[config.mk]
export PLATFORM = sky130hd
export DESIGN_NAME = alu_accumulator_flat
export DESIGN_NICKNAME = d
export VERILOG_FILES = /design/src/rtl/alu_accumulator_if.sv /design/src/rtl/alu_accumulator.sv /design/src/flat_wrapper.sv
export SDC_FILE = /design/constraint.sdc
export NUM_CORES = 1
export LEC_CHECK = 0
export BUFFER_PORTS_ARGS = -buffer_cell sky130_fd_sc_hd__clkbuf_2
export CAP_MARGIN = 30
export CORE_MARGIN = 4
export CORE_UTILIZATION = 50
export CTS_BUF_LIST = sky130_fd_sc_hd__clkbuf_4
export DETAILED_ROUTE_END_ITERATION = 6
export GPL_TIMING_DRIVEN = 1
export PLACE_DENSITY = 0.71
export SLEW_MARGIN = 20
export SYNTH_ARGS = -nofsm -noshare
export SYNTH_HDL_FRONTEND = slang
export SYNTH_SLANG_ARGS = --single-unit
[constraint.sdc]
create_clock -name clock -period 2.1 [get_ports clock]
set_input_delay 0.105 -clock clock [delete_from_list [all_inputs] [get_ports clock]]
set_output_delay 0.105 -clock clock [all_outputs]
set_load 0.05 [all_outputs]
[src/rtl/alu_accumulator_if.sv]
// Command/result bundle between the switch/key input layer and the accumulator ALU.
// The master issues commands; the slave reports handshake status and the accumulator.
interface alu_accumulator_if #(
    parameter int WIDTH = 4
);
    logic [WIDTH-1:0]   a;
    logic [2:0]         op;
    logic               start;
    logic               busy;
    logic               done;
    logic [2*WIDTH-1:0] acc;
    logic               zero;

    modport master (
        output a, op, start,
        input  busy, done, acc, zero
    );

    modport slave (
        input  a, op, start,
        output busy, done, acc, zero
    );
endinterface

[src/rtl/alu_accumulator.sv]
// Accumulator ALU: single-cycle ops combine operand a with acc's low half,
// plus a WIDTH-iteration shift-add multiplier behind a start/busy/done handshake.
module alu_accumulator #(
    parameter int WIDTH = 4
) (
    input  logic              clock,
    input  logic              resetn,
    alu_accumulator_if.slave  bus
);
    localparam int ACC_W = 2 * WIDTH;
    localparam int CNT_W = $clog2(WIDTH + 1);

    localparam logic [0:0] S_IDLE = 1'b0;
    localparam logic [0:0] S_MUL  = 1'b1;

    localparam logic [2:0] OP_ADD    = 3'b000;
    localparam logic [2:0] OP_SUB    = 3'b001;
    localparam logic [2:0] OP_LOGIC  = 3'b010;
    localparam logic [2:0] OP_ANY    = 3'b011;
    localparam logic [2:0] OP_ALL    = 3'b100;
    localparam logic [2:0] OP_CONCAT = 3'b101;
    localparam logic [2:0] OP_MUL    = 3'b110;

    localparam logic [ACC_W-1:0] ANY_PATTERN = {1'b1, {(ACC_W-2){1'b0}}, 1'b1};
    localparam logic [ACC_W-1:0] ALL_PATTERN = {1'b0, {(ACC_W-2){1'b1}}, 1'b0};

    logic [0:0]       state_q,  state_d;
    logic [ACC_W-1:0] acc_q,    acc_d;
    logic             done_q,   done_d;
    logic [CNT_W-1:0] cnt_q,    cnt_d;
    logic [ACC_W-1:0] mcand_q,  mcand_d;
    logic [WIDTH-1:0] mplier_q, mplier_d;
    logic [ACC_W-1:0] prod_q,   prod_d;

    logic [WIDTH-1:0] opb;
    logic [WIDTH:0]   sum_w;
    logic [WIDTH:0]   diff_w;
    logic [ACC_W-1:0] partial;

    assign opb     = acc_q[WIDTH-1:0];
    assign sum_w   = {1'b0, bus.a} + {1'b0, opb};
    assign diff_w  = {1'b0, bus.a} - {1'b0, opb};
    assign partial = prod_q + (mplier_q[0] ? mcand_q : '0);

    always_comb begin
        state_d  = state_q;
        acc_d    = acc_q;
        done_d   = 1'b0;
        cnt_d    = cnt_q;
        mcand_d  = mcand_q;
        mplier_d = mplier_q;
        prod_d   = prod_q;

        if (state_q == S_IDLE) begin
            if (bus.start) begin
                done_d = 1'b1;
                case (bus.op)
                    OP_ADD:    acc_d = {{(WIDTH-1){1'b0}}, sum_w};
                    OP_SUB:    acc_d = {{(WIDTH-1){diff_w[WIDTH]}}, diff_w};
                    OP_LOGIC:  acc_d = {bus.a ^ opb, bus.a | opb};
                    OP_ANY:    acc_d = (|{bus.a, opb}) ? ANY_PATTERN : '0;
                    OP_ALL:    acc_d = (&{bus.a, opb}) ? ALL_PATTERN : '0;
                    OP_CONCAT: acc_d = {opb, bus.a};
                    OP_MUL: begin
                        // acc is untouched here; the product lands only after the last iteration
                        done_d   = 1'b0;
                        mcand_d  = {{WIDTH{1'b0}}, bus.a};
                        mplier_d = opb;
                        prod_d   = '0;
                        cnt_d    = CNT_W'(WIDTH);
                        state_d  = S_MUL;
                    end
                    default:   acc_d = acc_q;
                endcase
            end
        end else begin
            prod_d   = partial;
            mcand_d  = mcand_q << 1;
            mplier_d = mplier_q >> 1;
            cnt_d    = cnt_q - CNT_W'(1);
            if (cnt_q == CNT_W'(1)) begin
                acc_d   = partial;
                done_d  = 1'b1;
                state_d = S_IDLE;
            end
        end
    end

    always_ff @(posedge clock) begin
        if (!resetn) begin
            state_q <= S_IDLE;
            acc_q   <= '0;
            done_q  <= 1'b0;
            cnt_q   <= '0;
        end else begin
            state_q <= state_d;
            acc_q   <= acc_d;
            done_q  <= done_d;
            cnt_q   <= cnt_d;
        end
    end

    // Multiplier datapath is only meaningful while in S_MUL, so it carries no reset
    always_ff @(posedge clock) begin
        mcand_q  <= mcand_d;
        mplier_q <= mplier_d;
        prod_q   <= prod_d;
    end

    assign bus.busy = (state_q == S_MUL);
    assign bus.done = done_q;
    assign bus.acc  = acc_q;
    assign bus.zero = (acc_q == '0);
endmodule

[src/flat_wrapper.sv]
// flat-port wrapper written by rule: the top's interface ports become plain ports
module alu_accumulator_flat 
#(
    parameter int WIDTH = 4
)
  (clock, resetn, bus_a, bus_op, bus_start, bus_busy, bus_done, bus_acc, bus_zero);
  alu_accumulator_if #(.WIDTH(WIDTH)) bus_i ();
  input  logic clock;
  input  logic resetn;
  input wire logic [$bits(bus_i.a)-1:0] bus_a;
  input wire logic [$bits(bus_i.op)-1:0] bus_op;
  input wire logic [$bits(bus_i.start)-1:0] bus_start;
  output wire logic [$bits(bus_i.busy)-1:0] bus_busy;
  output wire logic [$bits(bus_i.done)-1:0] bus_done;
  output wire logic [$bits(bus_i.acc)-1:0] bus_acc;
  output wire logic [$bits(bus_i.zero)-1:0] bus_zero;
  assign bus_i.a = bus_a;
  assign bus_i.op = bus_op;
  assign bus_i.start = bus_start;
  assign bus_busy = bus_i.busy;
  assign bus_done = bus_i.done;
  assign bus_acc = bus_i.acc;
  assign bus_zero = bus_i.zero;
  alu_accumulator #(.WIDTH(WIDTH)) u_core (.clock(clock), .resetn(resetn), .bus(bus_i));
endmodule
==> Word-level counts from Yosys, hierarchy flattened <==
Cells that the tools add are included.
{ "classes": {"n_div": 0, "shift": 0, "eq_ne": 8, "mux": 27, "multipliers": 0, "bitwise_logic": 2, "order_cmp": 0, "n_reduce_logical": 10, "n_addsub": 4} }
{ "ops": {"columns": ["operator", "count"], "rows": [
  ["$mux W8", 11],
  ["$pmux W8 S6", 1],
  ["$mux W3", 6],
  ["$eq A3 B3 Y1 const B", 3],
  ["$add A8 B8 Y8", 1],
  ["$logic_not A8 Y1", 1],
  ["$mux W1", 8],
  ["$reduce_and A8 Y1", 1],
  ["$reduce_or A8 Y1", 1],
  ["$mux W7", 1],
  ["$reduce_bool A7 Y1", 1],
  ["$eq A3 B1 Y1 const B", 2],
  ["$eq A3 B2 Y1 const B", 2],
  ["$add A4 B4 Y5", 1],
  ["$sub A4 B4 Y5", 1],
  ["$or A4 B4 Y4", 1],
  ["$reduce_and A2 Y1", 2],
  ["$reduce_bool A2 Y1", 2],
  ["$xor A4 B4 Y4", 1],
  ["$logic_not A3 Y1", 1],
  ["$reduce_and A3 Y1", 1],
  ["$sub A3 B1 Y3 const B", 1],
  ["$ne A2 B2 Y1 const B", 1]
]} }
{ "word_totals": {"out_inout_bits": 11, "wordCells": 60, "mem_bits_rw": 0, "memories": 0, "reg_bits": 33, "rom_bits": 0, "latch_bits": 0} }

==> Depth between registers and ports, before layout <==
Gate-level depths: netlist of the first run.
{ "logic_depth": {"ltp_word": 5, "mapped_depth": 9, "mapped_depth_nobuf": 9} }

==> Least setup slack after synthesis of the first run <==
No wires, ideal clock.
{ "synth_path": {"kind": "reg2reg", "start": "register u_core.acc_q[2], in the netlist u_core.bus.acc[2]", "end": "register u_core.acc_q[7], in the netlist u_core.bus.acc[7]", "path_slack_ns": -0.189, "arrival_ns": 2.169, "path_stages_with_launch": 8, "required_ns": 1.980, "cell_sequence": "dfxtp_1 inv_1 ha_1 nand2b_1 a21oi_1 nor2_1 o31a_1 o31a_1"} }
{ "synth_between": {"elab_chain_cells": 5} }
{ "synth_rtl": {"columns": ["element", "line_no", "text"], "rows": [
  ["from (decl)", "alu_accumulator.sv:28", "logic [ACC_W-1:0] acc_q, acc_d;"],
  ["from (signal assigned)", "alu_accumulator.sv:92", "acc_q <= '0;"],
  ["from (signal assigned)", "alu_accumulator.sv:97", "acc_q <= acc_d;"],
  ["parallel branches: the longest is 2 deep, another holds $sub A4 B4 Y5", null, null],
  ["$pmux W8 S6 (*)", "alu_accumulator.sv:57", "case (bus.op)"],
  ["$mux W8 (*)", "alu_accumulator.sv:55", "if (bus.start) begin"],
  ["$mux W8 (*)", "alu_accumulator.sv:54", "if (state_q == S_IDLE) begin"]
]} }
Every way passes the cells marked *. The select of a mux whose other input is x is not followed.
A chain may end at the register's enable or synchronous reset.

==> Worst setup path in the final report of the first run <==
{ "layout_path": {"start": "register u_core.mplier_q[0]", "end": "register u_core.acc_q[7], in the netlist u_core.bus.acc[7]"} }
{ "layout_between": {"elab_chain_cells": 4} }
{ "layout_rtl": {"columns": ["element", "line_no", "text"], "rows": [
  ["from (decl)", "alu_accumulator.sv:32", "logic [WIDTH-1:0] mplier_q, mplier_d;"],
  ["from (signal assigned)", "alu_accumulator.sv:106", "mplier_q <= mplier_d;"],
  ["$mux W8", "alu_accumulator.sv:43", "assign partial = prod_q + (mplier_q[0] ? mcand_q : '0);"],
  ["$add A8 B8 Y8", "alu_accumulator.sv:43", null],
  ["$mux W8", "alu_accumulator.sv:81", "if (cnt_q == CNT_W'(1)) begin"],
  ["$mux W8", "alu_accumulator.sv:54", null]
]} }
No other way between the ends. The select of a mux whose other input is x is not followed.

==> results.cfg, run 1 <==
[run_status]
status = finished with violations
violations = setup timing

[die]
ioPinCount = 21
die_h_um = 77.66
start_util_pct = 51.36
dieArea_mm2 = 0.006030
core-area_mm2 = 0.004723
rows = 25
die_w_um = 77.66

[pwr]
ir_worst_vdd_mv = 0.4317
leakagePower_nw = 1.205
p_per_area_mw_per_mm2 = 534.8

[worst_setup_path]
slowest_stage = or4_4
cp-end-kind = flop
cp.arrival_ns = 2.39
ff2ff_path_depth = 6
required_ns = 2.33
worstPathMaxFanout = 8
cp_cell_sequence = and2_1 -> ha_2 -> or4_4 -> o22ai_4 -> mux2_4 -> o31a_1
path_class = flop to flop
max_stage_delay_ns = 0.54
cp-start-kind = flop
cp-startpoint = u_core.mplier_q[0]$_DFFE_PP_
r2r-start = u_core.mplier_q[0]$_DFFE_PP_

[timing]
max-slew-margin-rel_pct = 67.15
fin_ws_ns = -0.06195
fmax_mhz = 462.5
drv_slew = 0
period_needed_ns = 2.162
finalSetupTns_ns = -0.09109
finalHoldViolations = 0
tightest_slew_ns = 0.4891
rsz0062_at_grt = yes
min_period_over_period_pct = 102.9
setup_viol = 2
finClkSkew_ns = 0.01250

[synth]
synthFlopType = edfxtp_1
yosysWarnings = 0
syn-cell-area_mm2 = 0.002426
synthDominantCellAreaShare_pct = 22.28
synth_top_area_cell = edfxtp_1
avgSynthCellArea_um2 = 8.919
synth-seq-cells = 33
synth_cells = 272
synth_edf_count = 18
synth_area_leaders = edfxtp_1 22%, dfxtp_1 12%, ha_1 11%
synth.distinct_cells = 58
synth_seq_area_share_pct = 34.66
synth_nets = 306
synthArstFlopShare_pct = 0

[clock_network]
h-tree-depth = 2
clockBufferDepth = 2
clk_latency_ns = 0.33
cts-root-buf = clkbuf_4
clk_pin_slew_ns = 0.10
cts_buffers = 5
cts_tree = done
clock_sinks = 33

[finish]
mostFrequentLayoutCells = 27 x buf_4, 25 x nand2_1, 23 x inv_1, 20 x o21ai_0, 20 x clkbuf_2
area_growth_pct = 20.11
finalNetCount = 350
final_layout_size_suffix_gt1_share_pct = 26.18
n_fill_cell = 408
diodes = 0
finalNonFillerCells = 384
final_common_cell = buf_4

[routing]
wire_per_inst_um = 15.36
drtPass1Iterations = 4
viasPerCell = 5.479
wirelength_um = 5900
antenna_left = 0
drt-initial-drc-count = 126
drcViolationCount = 0
vias = 2104

[global_routing]
grt_max_degree = 22
grt_usage_pct = 20.94
grt_antenna_before_repair = 0
grt_pass1_wl_um = 10080
grt_pass1_vias = 2144
globalRouteOverflowTotal = 0

[min_path]
min_path_cells = 3
min_from = bus_a[0]
hold_class = primary input to flop

[placed_design]
place_congestion = 1.016
hpwl_um = 4500
io_buffers = 20
dp_cells = 375
post-place-ws_ns = -0.2066

[run]
max-cap-violations = 0
-- worst paths after layout --
check	end	slack (ns)
max	u_core.bus.acc[7]$_SDFFE_PN0P_	-0.06
min	u_core.mcand_q[0]$_SDFFE_PP0P_	0.11
max reg2reg	u_core.bus.acc[7]$_SDFFE_PN0P_	-0.06
min reg2reg	u_core.cnt_q[2]$_SDFFE_PN0P_	0.53
-- timing repair --
| item | 4_1_cts | 5_1_grt |
|---|---|---|
| hold endpoints to repair | 0 | 0 |
| setup endpoints to repair | 7 | 10 |
| buffers inserted | 0 | 1 |
| gates resized for setup | 10 | 12 |
| hold buffers | 0 | 0 |
| pin swaps | 12 | 6 |
-- metal layers --
metal / vias up / share of wire [%] / track usage (%) / wire (µm)
met3: 8 / 4.8 / 2.784 / 284
li1: 1055 / - / - / -
met1: 980 / 45 / 28.24 / 2650
met5: - / 0 / 0 / 0
met2: 61 / 49 / 33.73 / 2879
met4: 0 / 1.5 / 8.541 / 86
-- final cells by class --
cell class	instances	area, µm²	share of cell area, %
Clock buffer	6	45.04	1.546
Clock inverter	2	10.01	0.3435
Inverter	24	90.09	3.091
Multi-Input combinational cell	205	1538	52.77
Sequential cell	33	844.6	28.98
Tap cell	67	83.83	2.877
Timing Repair Buffer	47	302.8	10.39
-- worst max-delay path: cells and delay by family (launching register included) --
family                   cells  cell delay [ns]
AND/OR/NAND/NOR              2             0.73
flip-flops                   1             0.49
multiplexers                 1             0.32
AO/OA/AOI/OAI                2             0.36
adder cells (fa/ha/maj)      1             0.17
-- registers in the layout, indices dropped and copies added, names as in the netlist --
register         count
u_core.cnt_q         3
u_core.bus.done      1
u_core.mplier_q      4
u_core.mcand_q       8
u_core.prod_q        8
u_core.bus.acc       8
u_core.bus.busy      1
-- cell families after synthesis --
| kind of cell | synth area share [%] |
|---|---|
| multiplexers | 2.579 |
| AND/OR/NAND/NOR | 22.23 |
| flip-flops | 34.66 |
| XOR/XNOR | 2.166 |
| adder cells (fa/ha/maj) | 13.31 |
| AO/OA/AOI/OAI | 19.24 |
| buffers and inverters | 5.828 |
-- where the power goes --
group	internal, mW	total (mW)	switching (mW)
Clock	0.140	0.350	0.209
Sequential	0.720	0.746	0.0268
Combinational	0.180	0.462	0.283
Total	1.04	1.56	0.519
-- stage by stage --
step	util, %	hold WS [ns]	total power [mW]	instance area, µm²
after floorplan	-	0.2433	1.054	2430
after global placement	58.38	0.4330	1.191	2758
after detailed placement	58.38	0.4377	1.197	2758
after CTS	60.32	0.09862	1.554	2849
after global routing	61.70	0.1088	1.654	2914
final	61.70	0.1074	1.558	2914
-- synthesized netlist by cell type (all sizes together), types with 2 or more instances --
cell	number
nor3	4
nand2b	4
or4	4
o21ai	27
o21bai	2
fa	3
nand4	4
xnor2	4
a221oi	2
or2	3
o31a	3
mux2	2
and3b	2
buf	4
a32o	2
o211ai	3
nor2b	7
o21a	3
nor2	16
and3	2
nor3b	5
dfxtp	15
nand2	25
clkbuf	6
mux2i	4
edfxtp	18
xor2	2
a21oi	17
ha	21
a311oi	2
a21boi	3
and2	14
inv	24
(Power assumes the default switching activity.)
==> run 2: changes to the inputs <==
--- a/config.mk
+++ b/config.mk
@@ -12,6 +12,7 @@
 export CTS_BUF_LIST = sky130_fd_sc_hd__clkbuf_4
 export DETAILED_ROUTE_END_ITERATION = 6
 export GPL_TIMING_DRIVEN = 1
+export MAX_ROUTING_LAYER = met4
 export PLACE_DENSITY = 0.71
 export SLEW_MARGIN = 20
 export SYNTH_ARGS = -nofsm -noshare
==> run 2 against run 1 <==
The run still ends with setup timing left. Critical path depth unchanged. Sequential power is essentially flat. Register-to-register slack hardly changed. Die area stayed put. Power rose by 8.6%. Critical endpoint unchanged. Highest routed layer unchanged.
==> results.cfg, run 2 (synthesized netlist as in run 1, its figures left out) <==
[pwr]
ir_worst_vdd_mv = 0.4278
leakagePower_nw = 1.218
p_per_area_mw_per_mm2 = 579.8

[die]
dieArea_mm2 = 0.006030
die_h_um = 77.66
start_util_pct = 51.36
die_w_um = 77.66
rows = 25
core-area_mm2 = 0.004723
ioPinCount = 21

[min_path]
hold_class = primary input to flop
min_from = bus_a[0]

[clock_network]
clk_pin_slew_ns = 0.11
clockBufferDepth = 2
h-tree-depth = 2
clk_latency_ns = 0.34
cts_buffers = 5
cts_tree = done
cts_hold_buf = 0
cts-root-buf = clkbuf_4
clock_sinks = 33

[global_routing]
globalRouteOverflowTotal = 0
grt_pass1_wl_um = 10010
grt_antenna_before_repair = 0
grt_usage_pct = 21.57
grt_pass1_vias = 2157
grt_max_degree = 22

[timing]
setup_viol = 3
period_needed_ns = 2.175
finClkSkew_ns = 0.01250
tightest_slew_ns = 0.4548
hold_ws_ns = 0.09618
max-slew-margin-rel_pct = 69.45
drv_slew = 0
finalHoldViolations = 0
min_period_over_period_pct = 103.6
rsz0062_at_grt = yes
finalSetupTns_ns = -0.1332
fin_ws_ns = -0.07506
fmax_mhz = 459.8

[routing]
drtPass1Iterations = 4
drt-initial-drc-count = 124
highest_layer = met4
drcViolationCount = 0
wire_per_inst_um = 15.66
wl_met3_um = 351
wirelength_met1_um = 2622
antenna_left = 0
wl_met2_um = 2796
viasPerCell = 5.585
vias = 2139
wirelength_um = 5999

[finish]
n_fill_cell = 424
finalNetCount = 349
area_growth_pct = 20.32
final_common_cell = buf_4
mostFrequentLayoutCells = 26 x buf_4, 25 x nand2_1, 24 x inv_1, 21 x o21ai_0, 20 x clkbuf_2
final_layout_size_suffix_gt1_share_pct = 25.32
finalNonFillerCells = 383
diodes = 0
fin_area_mm2 = 0.002919

[worst_setup_path]
path_class = flop to flop
cp-startpoint = u_core.mplier_q[0]$_DFFE_PP_
cp-start-kind = flop
cp_cell_sequence = and2_4 -> ha_4 -> or4_4 -> o22ai_2 -> mux2_4 -> o31a_1
required_ns = 2.35
cp.arrival_ns = 2.42
worstPathMaxFanout = 8
slowest_stage = edfxtp_1
r2r-start = u_core.mplier_q[0]$_DFFE_PP_
max_stage_delay_ns = 0.51
path_buf_inv = 0
cp-end-kind = flop
crit_family = simple AND/OR/NAND/NOR gates

[placed_design]
place_area_mm2 = 0.002750
hpwl_um = 4481
dp_cells = 374
place_congestion = 1.018
io_buffers = 20

[run]
max-cap-violations = 0

[run_status]
status = finished with violations
violations = setup timing
## run 2: cell count changes in the layout (fill, tap and decap cells not counted), sizes merged
| cell | delta |
|---|---|
| clkinv | -1 |
| buf | -1 |
| bufinv | +1 |
## run 2: final timing paths
check | cells after the start | slack (ns) | to
setup / recovery | 6 | -0.08 | u_core.bus.acc[7]$_SDFFE_PN0P_
hold / removal | 3 | 0.1 | u_core.mcand_q[0]$_SDFFE_PP0P_
setup reg to reg | 6 | -0.08 | u_core.bus.acc[7]$_SDFFE_PN0P_
hold reg to reg | 2 | 0.52 | u_core.mplier_q[3]$_SDFFE_PP0P_
## run 2: worst register-to-register path, stage by stage (launching register included)
cell      delay (ns)
edfxtp_1        0.51
and2_4          0.22
ha_4            0.15
or4_4           0.50
o22ai_2         0.14
mux2_4          0.33
o31a_1          0.23
## run 2: stage by stage
| stage | util [%] | power [mW] | setup slack [ns] |
|---|---|---|---|
| 2_1_floorplan | - | 1.054 | -0.06321 |
| 3_3_place_gp | 58.23 | 1.190 | -0.1376 |
| 3_5_place_dp | 58.23 | 1.196 | -0.2421 |
| 4_1_cts | 61.43 | 1.689 | -0.06963 |
| 5_1_grt | 61.80 | 1.781 | -0.1525 |
| 6_report | 61.80 | 1.693 | -0.07506 |
## run 2: per-layer routing
layer	vias to the layer above	GRT usage, %
li1	1059	-
met4	0	12.10
met3	23	4.988
met5	-	-
met1	986	25.53
met2	71	33.73
## run 2: report_power, final
part | switching (mW) | internal, mW
registers | 0.0279 | 0.720
clock network | 0.228 | 0.261
logic | 0.280 | 0.176
## run 2: what timing repair did
item	4_1_cts	5_1_grt
setup buffers	1	0
pin swaps	10	3
setup endpoints to repair	7	9
gates resized for setup	11	7
## run 2: cell type report
class | count | area, µm² | area share [%]
flip-flops and latches | 33 | 844.6 | 28.93
well taps | 67 | 83.83 | 2.872
inverters | 24 | 90.09 | 3.086
clock buffers | 6 | 45.04 | 1.543
clock inverters | 2 | 33.78 | 1.157
repair buffers | 46 | 295.3 | 10.12
multi-input cells | 205 | 1526 | 52.29
